## config.mk

```make
export PLATFORM = sky130hd
export DESIGN_NAME = freq_counter
export DESIGN_NICKNAME = d
export VERILOG_FILES = /design/src/rtl/freq_counter.sv
export SDC_FILE = /design/constraint.sdc
export NUM_CORES = 1
export LEC_CHECK = 0
export CAP_MARGIN = 20
export CORE_ASPECT_RATIO = 0.6
export CORE_MARGIN = 1.5
export CORE_UTILIZATION = 30
export DETAILED_ROUTE_END_ITERATION = 8
export GPL_ROUTABILITY_DRIVEN = 0
export GPL_TIMING_DRIVEN = 0
export SLEW_MARGIN = 25
export SYNTH_ARGS = -nofsm -noshare
export SYNTH_HDL_FRONTEND = slang
export SYNTH_SLANG_ARGS = --single-unit
```

## constraint.sdc

```tcl
create_clock -name CLK -period 3.4 [get_ports CLK]
set_input_delay 0.68 -clock CLK [delete_from_list [all_inputs] [get_ports CLK]]
set_output_delay 0.68 -clock CLK [all_outputs]
set_load 0.05 [all_outputs]
```

## src/rtl/freq_counter.sv

```systemverilog
// Measures high time, low time and period of FREQ_IN in CLK cycles; one PULSE per input period.
// Define FREQ_COUNTER_SYNC_EN to pass FREQ_IN through a 2-flop synchronizer (adds one cycle latency).
module freq_counter #(
    parameter int WIDTH = 32
) (
    input  logic             CLK,
    input  logic             RST_N,
    input  logic             FREQ_IN,
    output logic [WIDTH-1:0] TIME_HIGH,
    output logic [WIDTH-1:0] TIME_LOW,
    output logic [WIDTH-1:0] PERIOD,
    output logic             PULSE
);

    logic             s_q;
    logic             s_dly_q;
    logic [WIDTH-1:0] hi_cnt_q, hi_cnt_d;
    logic [WIDTH-1:0] lo_cnt_q, lo_cnt_d;
    logic [WIDTH-1:0] time_high_q, time_high_d;
    logic [WIDTH-1:0] time_low_q, time_low_d;
    logic [WIDTH-1:0] period_q, period_d;
    logic             pulse_q, pulse_d;
    logic             armed_q, armed_d;
    logic             rise;
    logic [WIDTH:0]   sum;

`ifdef FREQ_COUNTER_SYNC_EN
    logic sync_q;

    always_ff @(posedge CLK or negedge RST_N) begin
        if (!RST_N) begin
            sync_q <= 1'b0;
            s_q    <= 1'b0;
        end else begin
            sync_q <= FREQ_IN;
            s_q    <= sync_q;
        end
    end
`else
    // Source is already in the CLK domain: a single register is enough.
    always_ff @(posedge CLK or negedge RST_N) begin
        if (!RST_N) begin
            s_q <= 1'b0;
        end else begin
            s_q <= FREQ_IN;
        end
    end
`endif

    assign rise = s_q & ~s_dly_q;
    assign sum  = {1'b0, hi_cnt_q} + {1'b0, lo_cnt_q};

    always_comb begin
        hi_cnt_d    = hi_cnt_q;
        lo_cnt_d    = lo_cnt_q;
        time_high_d = time_high_q;
        time_low_d  = time_low_q;
        period_d    = period_q;
        pulse_d     = 1'b0;
        armed_d     = armed_q;
        if (rise) begin
            // The rise cycle itself is the first high cycle of the new period.
            hi_cnt_d = WIDTH'(1);
            lo_cnt_d = '0;
            armed_d  = 1'b1;
            if (armed_q) begin
                time_high_d = hi_cnt_q;
                time_low_d  = lo_cnt_q;
                period_d    = sum[WIDTH] ? '1 : sum[WIDTH-1:0];
                pulse_d     = 1'b1;
            end
        end else if (s_q) begin
            if (hi_cnt_q != '1) hi_cnt_d = hi_cnt_q + WIDTH'(1);
        end else begin
            if (lo_cnt_q != '1) lo_cnt_d = lo_cnt_q + WIDTH'(1);
        end
    end

    always_ff @(posedge CLK or negedge RST_N) begin
        if (!RST_N) begin
            s_dly_q     <= 1'b0;
            hi_cnt_q    <= '0;
            lo_cnt_q    <= '0;
            time_high_q <= '0;
            time_low_q  <= '0;
            period_q    <= '0;
            pulse_q     <= 1'b0;
            armed_q     <= 1'b0;
        end else begin
            s_dly_q     <= s_q;
            hi_cnt_q    <= hi_cnt_d;
            lo_cnt_q    <= lo_cnt_d;
            time_high_q <= time_high_d;
            time_low_q  <= time_low_d;
            period_q    <= period_d;
            pulse_q     <= pulse_d;
            armed_q     <= armed_d;
        end
    end

    assign TIME_HIGH = time_high_q;
    assign TIME_LOW  = time_low_q;
    assign PERIOD    = period_q;
    assign PULSE     = pulse_q;

endmodule

```

==> metrics.cfg <==
[synth]
ys_types = 63
seq_area_frac_synth_pct = 46.8
synth_most_common_cell = nand2_1
synth_seq_cells = 164
synth-simple-area-share_pct = 23.8
ys.flop_type = dfrtp_1
synth_compound_area_share_pct = 14.2
synth_fp_nets = 1007
syn_area_um2 = 8770
synthAdderAreaFrac_pct = 5.08
yosys_warnings = 0
yosysTopAreaCell = dfrtp_1
yosys-top-cells-area = dfrtp_1, nand2_1, ha_1
synth_xor_area_share_pct = 5.80
syn_avg_cell_area_um2 = 9.05
synth_edf_count = 0
yosys-top-cells-count = nand2_1, dfrtp_1, nor2_1
synth_top_area_share_pct = 46.8
netlist_instances = 969
synth_mux_area_share_pct = 1.48
synth_top_family_by_area = simple AND/OR/NAND/NOR gates
async_flop_share_pct = 100

[routing]
route.detailed.drc = 0
wl_per_cell_um = 17.9
via_per_inst = 5.14
first_pass_iters = 5
finalWirelength_um = 26400
drtIter0Drc = 727
postRouteAntennaNets = 0
num_vias = 7585

[clock_tree]
insertion_delay_ns = 0.45
tritoncts = yes
cts.clk_slew.worst_paths_ns = 0.07
clkSinkCount = 164
clock_path_buffers = 2
cts_root_buf = clkbuf_16
cts_made_buffers = 17
cts_max_level = 4

[global_routing]
grt_pass1_wl_um = 41600
grt_overflow = 0
grt_max_degree = 85
grt_pass1_vias = 7072
antenna_found_initial = 0
grt_use_total_pct = 18.2

[outcome]
outcome = completed

[worst_setup_path]
cpMaxStageDelayCell = dfrtp_1
crit_top_cell = a211oi_2
worstPathMaxFanout = 10
worst_setup_path_end_kind = register
start_kind = register
arrival_ns = 3.50
critPathMaxStageDelay_ns = 0.48
path_class = register to register
path_cells = ha_1 > fa_1 > a211oi_2 > o21ai_1 > a21oi_1 > o31ai_1 > a211oi_2 > nor2_2 > buf_6 > o32ai_2 > nor2_1
worstPathRequired_ns = 3.74

[cells_and_area]
regArea_um2 = 4100
area_delta_synth_final_pct = 23.9
multi_input_area_um2 = 4430
drive_above_1_share_pct = 5.72
finalCoreUtilization_pct = 37.8
fillers = 2935
nNetsFinal = 1127
diodes = 0

[floorplan]
rows = 48
die_height_um = 135
initial_core_util_pct = 30.5
coreArea_um2 = 28800
ios = 100
die-area_um2 = 30300
chipWidth_um = 224

[placed_design]
place_ws_ns = 0.149
portBuffers = 99
hpwlAfterDp_um = 20200

[power]
p_leak_uw = 0.00535
peakVddDrop_mv = 0.310
powerDensity_nw_per_um2 = 435

[timing]
final-hold-violation-count = 0
grt_setup_unrepaired = false
slew_headroom_pct = 44.3
finalClockSkew_ns = 0.0130
max_freq_ghz = 0.316
worst-slew-pin-transition_ns = 0.832
setup_viol = 0
hold_slack_ns = 0.221
timing.final.crit_share_pct = 93.1
slew_violations = 0
fin_ws_ns = 0.236
period_needed_ns = 3.16

[flow_run]
maxCapViolations = 0

[worst_hold_path]
worst_hold_path_type = primary input to async pin

[power breakdown]
group	switching, µW	internal, µW	total (µW)
Clock	841	1110	1950
Sequential	78.7	2030	2110
Combinational	451	214	664
Total	1370	3350	4720
[worst max-delay path, delay by kind of cell (launching register included)]
family          cells  cell delay (ns)
compound gates      6             1.47
fa+ha+maj           2             0.72
buf+inv             1             0.19
flops               1             0.48
simple gates        2             0.21
[cell type report]
class / instances / share of cell area [%]
Tap cell: 375 / 4.32
Multi-Input combinational cell: 750 / 40.7
Sequential cell: 164 / 37.8
Clock inverter: 9 / 0.841
Clock buffer: 23 / 4.58
Inverter: 13 / 0.449
Timing Repair Buffer: 101 / 9.49
Buffer: 42 / 1.80
[placed cells by master, fill, tap and decap left out, types with 8 or more instances in the layout]
master           count
a21o_1              18
a21oi_1             37
a31oi_1             10
and2_1               8
and3_1              23
buf_2                9
clkbuf_1            24
clkbuf_16           17
clkdlybuf4s50_1     98
dfrtp_1            164
ha_1                34
inv_1               12
mux2i_1             13
nand2_1            242
nand3_1             43
nand4_1             19
nor2_1              74
nor3_1              16
o21ai_0             18
o21ai_1             14
o22a_1              28
xnor2_1             31
xor2_1              27
[flip-flops by register name (all words and copies together), names as in the netlist]
signal and cells:
s_dly_q 1, hi_cnt_q 32, PERIOD 32, TIME_HIGH 32, armed_q 1, s_q 1, lo_cnt_q 32, PULSE 1
TIME_LOW 32
[repair_timing]
action	CTS	global route
buffers inserted	0	1
setup endpoints to repair	0	29
hold buffers	0	0
resized for setup	0	2
endpoints found under the hold margin	0	0
[stage by stage]
stage,total power [µW],area (µm²),instances,setup TNS (ns)
3_5_place_dp,2810,10300,1444,0
6_report,4720,10900,1477,0
3_3_place_gp,2800,10200,1443,-864.94
2_1_floorplan,2550,8770,969,0
4_1_cts,4760,10800,1476,0
5_1_grt,4900,10900,1477,0
[path summary, 6_finish.rpt]
kind,from,endpoint,slack (ns),cells after the start
max,lo_cnt_q[0],PERIOD[31],0.24,11
min,RST_N,TIME_HIGH[11],0.22,1
max reg2reg,lo_cnt_q[0],PERIOD[31],0.24,11
min reg2reg,s_q,s_dly_q,0.41,0
max in group asynchronous,RST_N,TIME_LOW[26],2.30,2
min in group CLK,s_q,s_dly_q,0.41,0
[kinds of logic (layout without fill, tap and decap cells)]
family | after synthesis | count (layout)
AOI/OAI and AO/OA | 179 | 179
DFF | 164 | 164
buffers and inverters | 55 | 188
xor gates and xnor gates | 58 | 58
adders and majority gates | 35 | 35
muxes | 13 | 13
and+or+nand+nor | 465 | 465
[routing by layer]
layer / global-route usage [%] / wire length, µm / vias to the layer above
li1: - / - / 3637
met1: 29.7 / 14500 / 3672
met2: 22.6 / 9670 / 248
met3: 4.36 / 1850 / 28
met4: 4.88 / 390 / 0
met5: 0 / 0 / -
Power figures use the tool's default switching activity.
==> edit (same flow settings) <==
Set the parameter `WIDTH` to 24 (it was 32).
--- a/src/rtl/freq_counter.sv
+++ b/src/rtl/freq_counter.sv
@@ -2,5 +2,5 @@
 // Define FREQ_COUNTER_SYNC_EN to pass FREQ_IN through a 2-flop synchronizer (adds one cycle latency).
 module freq_counter #(
-    parameter int WIDTH = 32
+    parameter int WIDTH = 24
 ) (
     input  logic             CLK,
Interface: changed (resized PERIOD, TIME_HIGH and TIME_LOW); port bits go from 100 to 76. No check against the original RTL was run, so the function may have changed too.
==> edit against the unedited design <==
  * Clock power is essentially flat
  * Worst setup slack gained 0.35 ns
  * Power shrank 11%
  * Area after synthesis shrank 26%
  * Largest cell class unchanged
  * Design area shrank 24%
  * Largest power group is now clock
  * Cell count shrank 27%
  * Wire length shrank 30%
  * Sequential cell count shrank 40
==> edit: results (changes against the unedited design) <==
dr.pass1.iters: 5  # unchanged
max_slew.worst_pin.slew_ns: 0.692  # -0.140 ns
drtIter0Drc: 457  # -37%
viasPerCell: 5.03  # -2.0%
synth_common_cells: "169 x nand2_1, 124 x dfrtp_1, 39 x nor2_1"
cp_top_family: "compound AO/OA/AOI/OAI gates"
wl_per_cell_um: 17.2  # -3.7%
dp_hpwl_um: 13600  # -32%
grt_max_degree: 90  # +5.9%
r2r_slack_ns: 0.59  # +0.35 ns
crit_arrival_ns: 3.11  # -0.39 ns
cts_setup_buffers: 0  # unchanged
reg2reg_depth: 11  # unchanged
htreeDepth: 4  # unchanged
synthArstFlopShare: 1.00  # unchanged
grt_usage: 0.173  # -0.00883
grt_pass1_vias: 5223  # -26%
grt_pass1_wl_um: 29500  # -29%
synthFlopType: "dfrtp_1"
yosysUniqueCellTypes: 63  # unchanged
clock_latency_ns: 0.42  # -0.03 ns
hold_ws_ns: 0.123  # -0.0975 ns
leakage_uw: 0.00374  # -30%
r2r_end: "PERIOD[10]$_DFFE_PN0P_"
fin_nets: 815  # -28%
numPortBuffers: 75  # -24%
numCtsBuffers: 17  # unchanged
drive_above_1_share: 0.0827  # +0.0255
yosysSeqAreaShare: 0.481  # +0.0130
status: "finished clean"
crit_start: "hi_cnt_q[0]$_DFFE_PN0P_"
yosys_warnings: 0  # unchanged
finClkSkew_ns: 0.0133  # +0.000293 ns
path_clk_slew_ns: 0.06
ys_top_cells_by_area: "dfrtp_1 48%, nand2_1 9.8%, ha_1 5.0%, xnor2_1 3.5%, o22a_1 3.3%"
fillers: 2129  # -27%
endpoint: "PERIOD[10]$_DFFE_PN0P_"
num_antenna_cells: 0  # unchanged
grt_antenna_before_repair: 0  # unchanged
placed_cell_area_mm2: 0.00758  # -26%
crit_fanout: 10  # unchanged
ir_worst_vdd_uv: 325  # +4.8%
synthesis.nets: 720  # -29%
switching_share: 0.300  # +0.0101
==> edit: cell types whose count changed after synthesis, sizes merged, moves of 6 or more <==
cell,delta
nand2,-72
dfrtp,-40
nor2,-33
nand3,-20
and3,-12
o21ai,+12
mux2i,-11
a21o,-10
clkbuf,-9
ha,-8
o31ai,-7
and2,-6
or2,-6
==> edit: cells by family after synthesis <==
family | Yosys count | share of synthesized area
simple gates | 302 | 0.216
fa+ha+maj | 27 | 0.0536
mux | 2 | 0.00310
compound gates | 144 | 0.153
buf+inv | 43 | 0.0285
flops | 124 | 0.481
xor+xnor | 48 | 0.0652
==> edit: cell type report <==
class / count / area (µm²) / share of cell area
Clock inverter: 15 / 196 / 0.0239
Inverter: 15 / 56.3 / 0.00686
Multi-Input combinational cell: 523 / 3160 / 0.385
Sequential cell: 124 / 3100 / 0.378
Tap cell: 279 / 349 / 0.0426
Clock buffer: 17 / 425 / 0.0519
Timing Repair Buffer: 76 / 783 / 0.0955
Buffer: 28 / 128 / 0.0156
==> edit: layer usage <==
layer | track usage | up-vias | share of wire
met1 | 0.278 | 2670 | 0.55
met4 | 0.0284 | 0 | 0.0052
li1 | - | 2597 | -
met5 | 0 | - | 0
met3 | 0.0388 | 6 | 0.055
met2 | 0.231 | 145 | 0.39
==> edit: power groups by stage <==
stage	clock network (µW)	logic [µW]	registers [µW]
6_report	1950	614	1630
5_1_grt	2060	651	1640
4_1_cts	1980	621	1630
3_5_place_dp	0	616	1650
3_3_place_gp	0	608	1650
2_1_floorplan	0	166	1860
==> edit: metrics by stage <==
stage               TNS [ns]  setup WS, ns  total power, µW  cells
finish                     0         0.590             4190   1077
global placement     -415.32         -3.37             2260   1044
CTS                        0         0.605             4230   1077
floorplan                  0         0.922             2030    690
global route               0         0.435             4350   1077
detailed placement         0         0.631             2270   1045
